$ cat src/rtl/square_finder_pkg.sv
// rtl/square_finder_pkg.sv - shared state encoding and default operand width for the iterative squarer
package square_finder_pkg;

  localparam int DEFAULT_WIDTH = 4;

  typedef enum logic [1:0] {
    IDLE = 2'b00,
    LOAD = 2'b01,
    ADD  = 2'b10,
    DONE = 2'b11
  } state_t;

endpackage

$ cat src/rtl/square_finder_data.sv
// rtl/square_finder_data.sv - operand, odd-number accumulator and result registers of the squarer
module square_finder_data
  import square_finder_pkg::*;
#(
  parameter int WIDTH = DEFAULT_WIDTH
) (
  input  logic                 clock,
  input  logic                 clear,
  input  logic                 capture,
  input  logic                 load,
  input  logic                 add,
  input  logic                 store,
  input  logic [WIDTH-1:0]     alpha,
  output logic [2*WIDTH-1:0]   square,
  output logic                 last,
  output logic                 zero
);

  localparam int AW = 2 * WIDTH;
  localparam int DW = WIDTH + 1;

  logic [WIDTH-1:0] alpha_reg;
  logic [WIDTH-1:0] count;
  logic [DW-1:0]    delta;
  logic [AW-1:0]    acc;
  logic [AW-1:0]    acc_next;

  // square is stored from acc_next so the final sum is visible while valid is high
  always_comb begin
    acc_next = acc;
    if (load) begin
      acc_next = '0;
    end else if (add) begin
      acc_next = acc + AW'(delta);
    end
  end

  always_ff @(posedge clock) begin
    if (clear) begin
      alpha_reg <= '0;
      count     <= '0;
      delta     <= '0;
      acc       <= '0;
      square    <= '0;
    end else begin
      if (capture) begin
        alpha_reg <= alpha;
      end
      if (load) begin
        count <= '0;
        delta <= DW'(1);
      end else if (add) begin
        count <= count + WIDTH'(1);
        delta <= delta + DW'(2);
      end
      acc <= acc_next;
      if (store) begin
        square <= acc_next;
      end
    end
  end

  assign last = (count == alpha_reg - WIDTH'(1));
  assign zero = (alpha_reg == '0);

endmodule

$ cat src/rtl/square_finder.sv
// rtl/square_finder.sv - iterative squarer: alpha*alpha as the sum of the first alpha odd numbers
module square_finder
  import square_finder_pkg::*;
#(
  parameter int WIDTH = DEFAULT_WIDTH
) (
  input  logic               clock,
  input  logic               clear,
  input  logic               start,
  input  logic [WIDTH-1:0]   alpha,
  output logic [2*WIDTH-1:0] square,
  output logic               valid,
  output logic               busy
);

  state_t state;
  state_t state_next;
  logic   capture;
  logic   load;
  logic   add;
  logic   store;
  logic   last;
  logic   zero;

  always_ff @(posedge clock) begin
    if (clear) begin
      state <= IDLE;
    end else begin
      state <= state_next;
    end
  end

  // store fires on the edge entering DONE, so square is fresh during the valid cycle
  always_comb begin
    state_next = state;
    capture    = 1'b0;
    load       = 1'b0;
    add        = 1'b0;
    store      = 1'b0;
    case (state)
      IDLE: begin
        if (start) begin
          capture    = 1'b1;
          state_next = LOAD;
        end
      end
      LOAD: begin
        load = 1'b1;
        if (zero) begin
          store      = 1'b1;
          state_next = DONE;
        end else begin
          state_next = ADD;
        end
      end
      ADD: begin
        add = 1'b1;
        if (last) begin
          store      = 1'b1;
          state_next = DONE;
        end
      end
      DONE: begin
        state_next = IDLE;
      end
      default: begin
        state_next = IDLE;
      end
    endcase
  end

  assign valid = (state == DONE);
  assign busy  = (state != IDLE);

  square_finder_data #(
    .WIDTH(WIDTH)
  ) u_data (
    .clock   (clock),
    .clear   (clear),
    .capture (capture),
    .load    (load),
    .add     (add),
    .store   (store),
    .alpha   (alpha),
    .square  (square),
    .last    (last),
    .zero    (zero)
  );

endmodule
$ cat config.mk
export PLATFORM = sky130hd
export DESIGN_NAME = square_finder
export DESIGN_NICKNAME = d
export VERILOG_FILES = /design/src/rtl/square_finder_pkg.sv /design/src/rtl/square_finder_data.sv /design/src/rtl/square_finder.sv
export SDC_FILE = /design/constraint.sdc
export NUM_CORES = 1
export LEC_CHECK = 0
export ABC_AREA = 0
export CAP_MARGIN = 20
export CORE_MARGIN = 5
export CORE_UTILIZATION = 45
export DETAILED_ROUTE_END_ITERATION = 8
export GPL_ROUTABILITY_DRIVEN = 0
export PLACE_DENSITY = 0.71
export SYNTH_ARGS = -nofsm -noshare
export SYNTH_HDL_FRONTEND = slang
export SYNTH_HIERARCHICAL = 1
export SYNTH_SLANG_ARGS = --single-unit
export TNS_END_PERCENT = 50
$ cat constraint.sdc
create_clock -name clock -period 6.8 [get_ports clock]
set_input_delay 1.36 -clock clock [delete_from_list [all_inputs] [get_ports clock]]
set_output_delay 1.36 -clock clock [all_outputs]
set_load 0.02 [all_outputs]
# Word-level counts from Yosys, hierarchy flattened
# Cells that the tools add are included.
# totals
input_bits	7
elab_cells	38
output_inout_bits	10
register_bits	31
# classes
n_reduce_logical	6
n_addsub	4
mux	15
n_eq_ne	6
# ops
cell	n
$mux W8	2
$mux W1	9
$add A8 B5 Y8	1
$pmux W2 S4	1
$add A5 B2 Y5 const B	1
$add A4 B1 Y4 const B	1
$eq A2 B2 Y1 const B	2
$eq A4 B4 Y1	1
$logic_not A4 Y1	1
$mux W2	2
$ne A2 B2 Y1 const B	2
$reduce_bool A2 Y1	2
$sub A4 B1 Y4 const B	1
$eq A2 B1 Y1 const B	1
$logic_not A2 Y1	1
$pmux W1 S2	1
$reduce_and A2 Y1	1
$reduce_or A2 Y1	1

# Longest topological paths before layout
# logic_depth
ltp_word	4
depth_mapped	12
ltp_nobuf	11

# Modules after synthesis
# Netlist, hierarchy kept.
# modules_own_cells
module	n_inst	seq_area_each_um2	area_each_um2	cells_each
square_finder_data	1	580.6	1476.4	163
square_finder	1	40.0	205.2	24

# Worst setup path after synthesis
# No wires, ideal clock.
# synth_timing
kind	register to register
from	reg u_data.alpha_reg[0]
to	reg u_data.square[7]
synth_period_minus_slack_ns	2.235
setup_time_ns	0.127
path_slack_ns	4.565
arrival_ns	2.108
t_required_ns	6.673
path_buffers	1
stages_incl_launch_ff	11
path_cell_list	dfxtp_1 inv_1 ha_1 xnor2_1 nor4_1 nand2_1 a21boi_0 buf_2 nor2_1 a32o_1 or3_1
# synth_via
elab_chain_len	4
word_cells_on_any_way	6
classes_between	1 x add/sub; 1 x eq/ne; 3 x mux; 1 x reduce/logical
# synth_rtl
element	line	source
start, declared	square_finder_data.sv:22	logic [WIDTH-1:0] alpha_reg;
start signal, assigned	square_finder_data.sv:47	alpha_reg <= alpha;
$sub A4 B1 Y4	square_finder_data.sv:63	assign last = (count == alpha_reg - WIDTH'(1));
$eq A4 B4 Y1	square_finder_data.sv:63	
named net last	square_finder.sv:22	logic last;
$mux W1	square_finder.sv:58	if (last) begin
$pmux W1 S2	square_finder.sv:40	case (state)
named net store	square_finder.sv:21	logic store;
end signal, assigned	square_finder_data.sv:58	square <= acc_next;
end, declared	square_finder_data.sv:14	output logic [2*WIDTH-1:0] square,
# The timed path passes the listed nets, and every way through them passes these cells.
# A chain may end at the register's enable or synchronous reset.

==> impl_metrics.env <==
export IMPL_worst_ir_drop_vdd_mv=0.1142
export IMPL_cell_area_after_technology_mapping_um2=1682
export IMPL_skew_ns=0.004750
export IMPL_ys_ff_latch=31
export IMPL_run_status="finished clean"
export IMPL_reg2reg_setup_slack_ns=4.26
export IMPL_setup_violations_final=0
export IMPL_number_of_drc_violations_after_detailed_routing=0
export IMPL_drtAntennaViolNets=0
export IMPL_timing_critical_path_arrival_ns=3.39
export IMPL_p_int_uw=366.9
export IMPL_fin_setup_tns_ns=0
export IMPL_synthToLayoutAreaGrowth_pct=15.55
export IMPL_initial_utilization=0.4628
export IMPL_cts_resized=0
export IMPL_num_rows=22
export IMPL_cts_htree_levels=2
export IMPL_timing_critical_path_to="u_data/square[7]"
export IMPL_worst_setup_path_start_kind="input port"
export IMPL_drive_above_1_share=0.07843
export IMPL_routed_via_count=1305
export IMPL_clock_fmax_mhz=309.7
export IMPL_synth_distinct_cells=49
export IMPL_cts_reportedPaths_clkPinSlew_ns=0.06
export IMPL_grt_pass1_vias=1264
export IMPL_edff_count_synth=0
export IMPL_p_leak_uw=0.0007028
export IMPL_core_box_area_um2=3633
export IMPL_tritoncts="built"
export IMPL_share_seq_of_total_power=0.393
export IMPL_port_buffers=16
export IMPL_drv_cap=0
export IMPL_period_share=0.4749
export IMPL_power_share_clock=0.242
export IMPL_maxSlewViolCount=0
export IMPL_worstPathRequired_ns=6.96
export IMPL_grt_setup_unrepaired="false"
export IMPL_dp_worst_setup_slack_ns=3.278
export IMPL_reg2reg_from="state[0]"
export IMPL_tritoncts_num_buffers=5
export IMPL_r2r_end="u_data/square[7]"
export IMPL_worst_pin_slew_ns=0.9181
export IMPL_synthArstFlopShare=0
export IMPL_chipHeight_um=71.13
export IMPL_yosysSeqAreaShare=0.3690
export IMPL_worst_path_max_fanout=16
export IMPL_grt_antenna_before_repair=0
export IMPL_layout_commonest_cell="dfxtp_1"
export IMPL_switching_share=0.3527
export IMPL_grt_first_pass_wirelength_um=5457
export IMPL_via_per_instance_ratio=5.179
export IMPL_detail_route_wirelength_um=3107
export IMPL_fillCellCount=362
export IMPL_antenna_diode_count=0
export IMPL_cts_hold_buffers=0
export IMPL_grt_max_degree=23
export IMPL_design_die_area_um2=5059
export IMPL_hold_viol_final=0
export IMPL_reg2reg_depth=8
export IMPL_worst_setup_path_startpoint="clear"
export IMPL_clk_insertion_delay_late_ns=0.28
export IMPL_yosysTopAreaCell="dfxtp_1"
export IMPL_synth_area_per_cell_um2=8.993
export IMPL_power_density_nw_per_um2=291.7
export IMPL_clock_tree_root_cell="clkbuf_8"
export IMPL_layout_setup_ws_ns=3.571
export IMPL_hpwlAfterDp_um=2226
export IMPL_synthCells=187
export IMPL_wire_per_inst_um=12.33
export IMPL_drt_iter0_drc=121
export IMPL_ioPinCount=17
export IMPL_clock_sinks=31
export IMPL_power_share_combinational=0.365
export IMPL_yosys_most_used_dff="dfxtp_1"
export IMPL_setup_worst_path_end_class="flip-flop"
export IMPL_netSwitchingPower_uw=199.9
export IMPL_grtUsageTotal=0.1348
export IMPL_layout_common_cells="dfxtp_1, nor2_1, clkdlybuf4s50_1"
export IMPL_final_worst_path_period_need_ns=3.229
export IMPL_timing_worst_setup_path_type="in2reg"
export IMPL_cts_setup_buffers=0
export IMPL_cts_max_path_buffers=2
export IMPL_synth_yosys_warnings=6
export IMPL_min_delay_path_class="reg2reg"
export IMPL_synth_largest_type_area_fraction=0.3690
export IMPL_synth_top_cells_by_area="dfxtp_1, ha_1, mux2i_1"
export IMPL_worst_slew_margin_rel=0.3879
export IMPL_drt_pass1_iter_count=4
export IMPL_global_route_overflow_total=0
export IMPL_fp_dieW_um=71.13
export IMPL_synthesis_nets=208
export IMPL_biggestRegsByFlops="u_data/acc: 8 flops, u_data/square: 8 flops, u_data/delta: 5 flops"
export IMPL_final_nets=224
-- logic make-up after synthesis --
kind of cell             share of synthesized area
AND/OR/NAND/NOR                             0.1875
AO/OA/AOI/OAI                               0.1503
flip-flops                                  0.3691
buffers and inverters                      0.06324
adder cells (fa/ha/maj)                     0.1086
XOR/XNOR                                   0.06771
multiplexers                               0.05357
-- how the worst min path moves through the flow --
stage	end	start	cells after the start
after floorplan	u_data/delta[0]	u_data/delta[0]	2
after global placement	u_data/square[4]	u_data/square[4]	2
after detailed placement	u_data/square[4]	u_data/square[4]	2
after CTS	u_data/square[4]	u_data/square[4]	2
after global routing	u_data/square[4]	u_data/square[4]	2
final	u_data/square[4]	u_data/square[4]	2
-- per-stage QoR --
step                      hold slack, ns  cells  total power [uW]  area, um2    util
after floorplan                   0.4460    187             394.8       1682       -
after global placement            0.4419    244             431.1       1862  0.5124
after detailed placement          0.4446    244             433.1       1862  0.5124
after CTS                         0.4514    252             574.2       1943  0.5348
after global routing              0.4722    252             605.9       1943  0.5348
final                             0.4494    252             566.8       1943  0.5348
-- cell type report --
type                       count  area (um2)  share of cell area
clock inverter                 1       5.005            0.002576
multi-input combinational    133       954.7              0.4913
inverter                      15       58.81             0.03026
timing repair buffer          17       167.7             0.08628
clock buffer                   7       76.32             0.03928
sequential                    31       620.6              0.3194
tap                           48       60.06             0.03091
-- power groups by stage --
stage,sequential [uW],combinational (uW),clock [uW]
finish,223,207,137
global route,225,232,148
CTS,223,209,143
detailed placement,226,207,0
global placement,226,205,0
floorplan,223,171,0
-- routing by layer --
layer / GRT usage / wire length (um) / vias to the layer above
met5: 0 / 0 / -
met1: 0.1698 / 1546 / 603
met3: 0.04972 / 132 / 5
met2: 0.2049 / 1365 / 17
li1: - / - / 680
met4: 0.06054 / 63 / 0
-- cells in the mapped netlist, drive strengths merged (3+ instances only) --
library cell,n
dfxtp,31
nor2,26
inv,15
ha,13
mux2i,9
nand2,9
xnor2,9
o21ai,8
a21oi,6
buf,5
a211oi,4
nor2b,4
xor2,4
clkbuf,3
nand4,3
nor3,3
or3,3
-- worst max-delay path, cell delays in order --
cell             delay, ns
clkdlybuf4s50_1       0.82
or2_1                 0.58
nor2_4                0.07
a32o_1                0.25
or3_1                 0.30
Note: power is estimated with default switching activity, not from simulation.
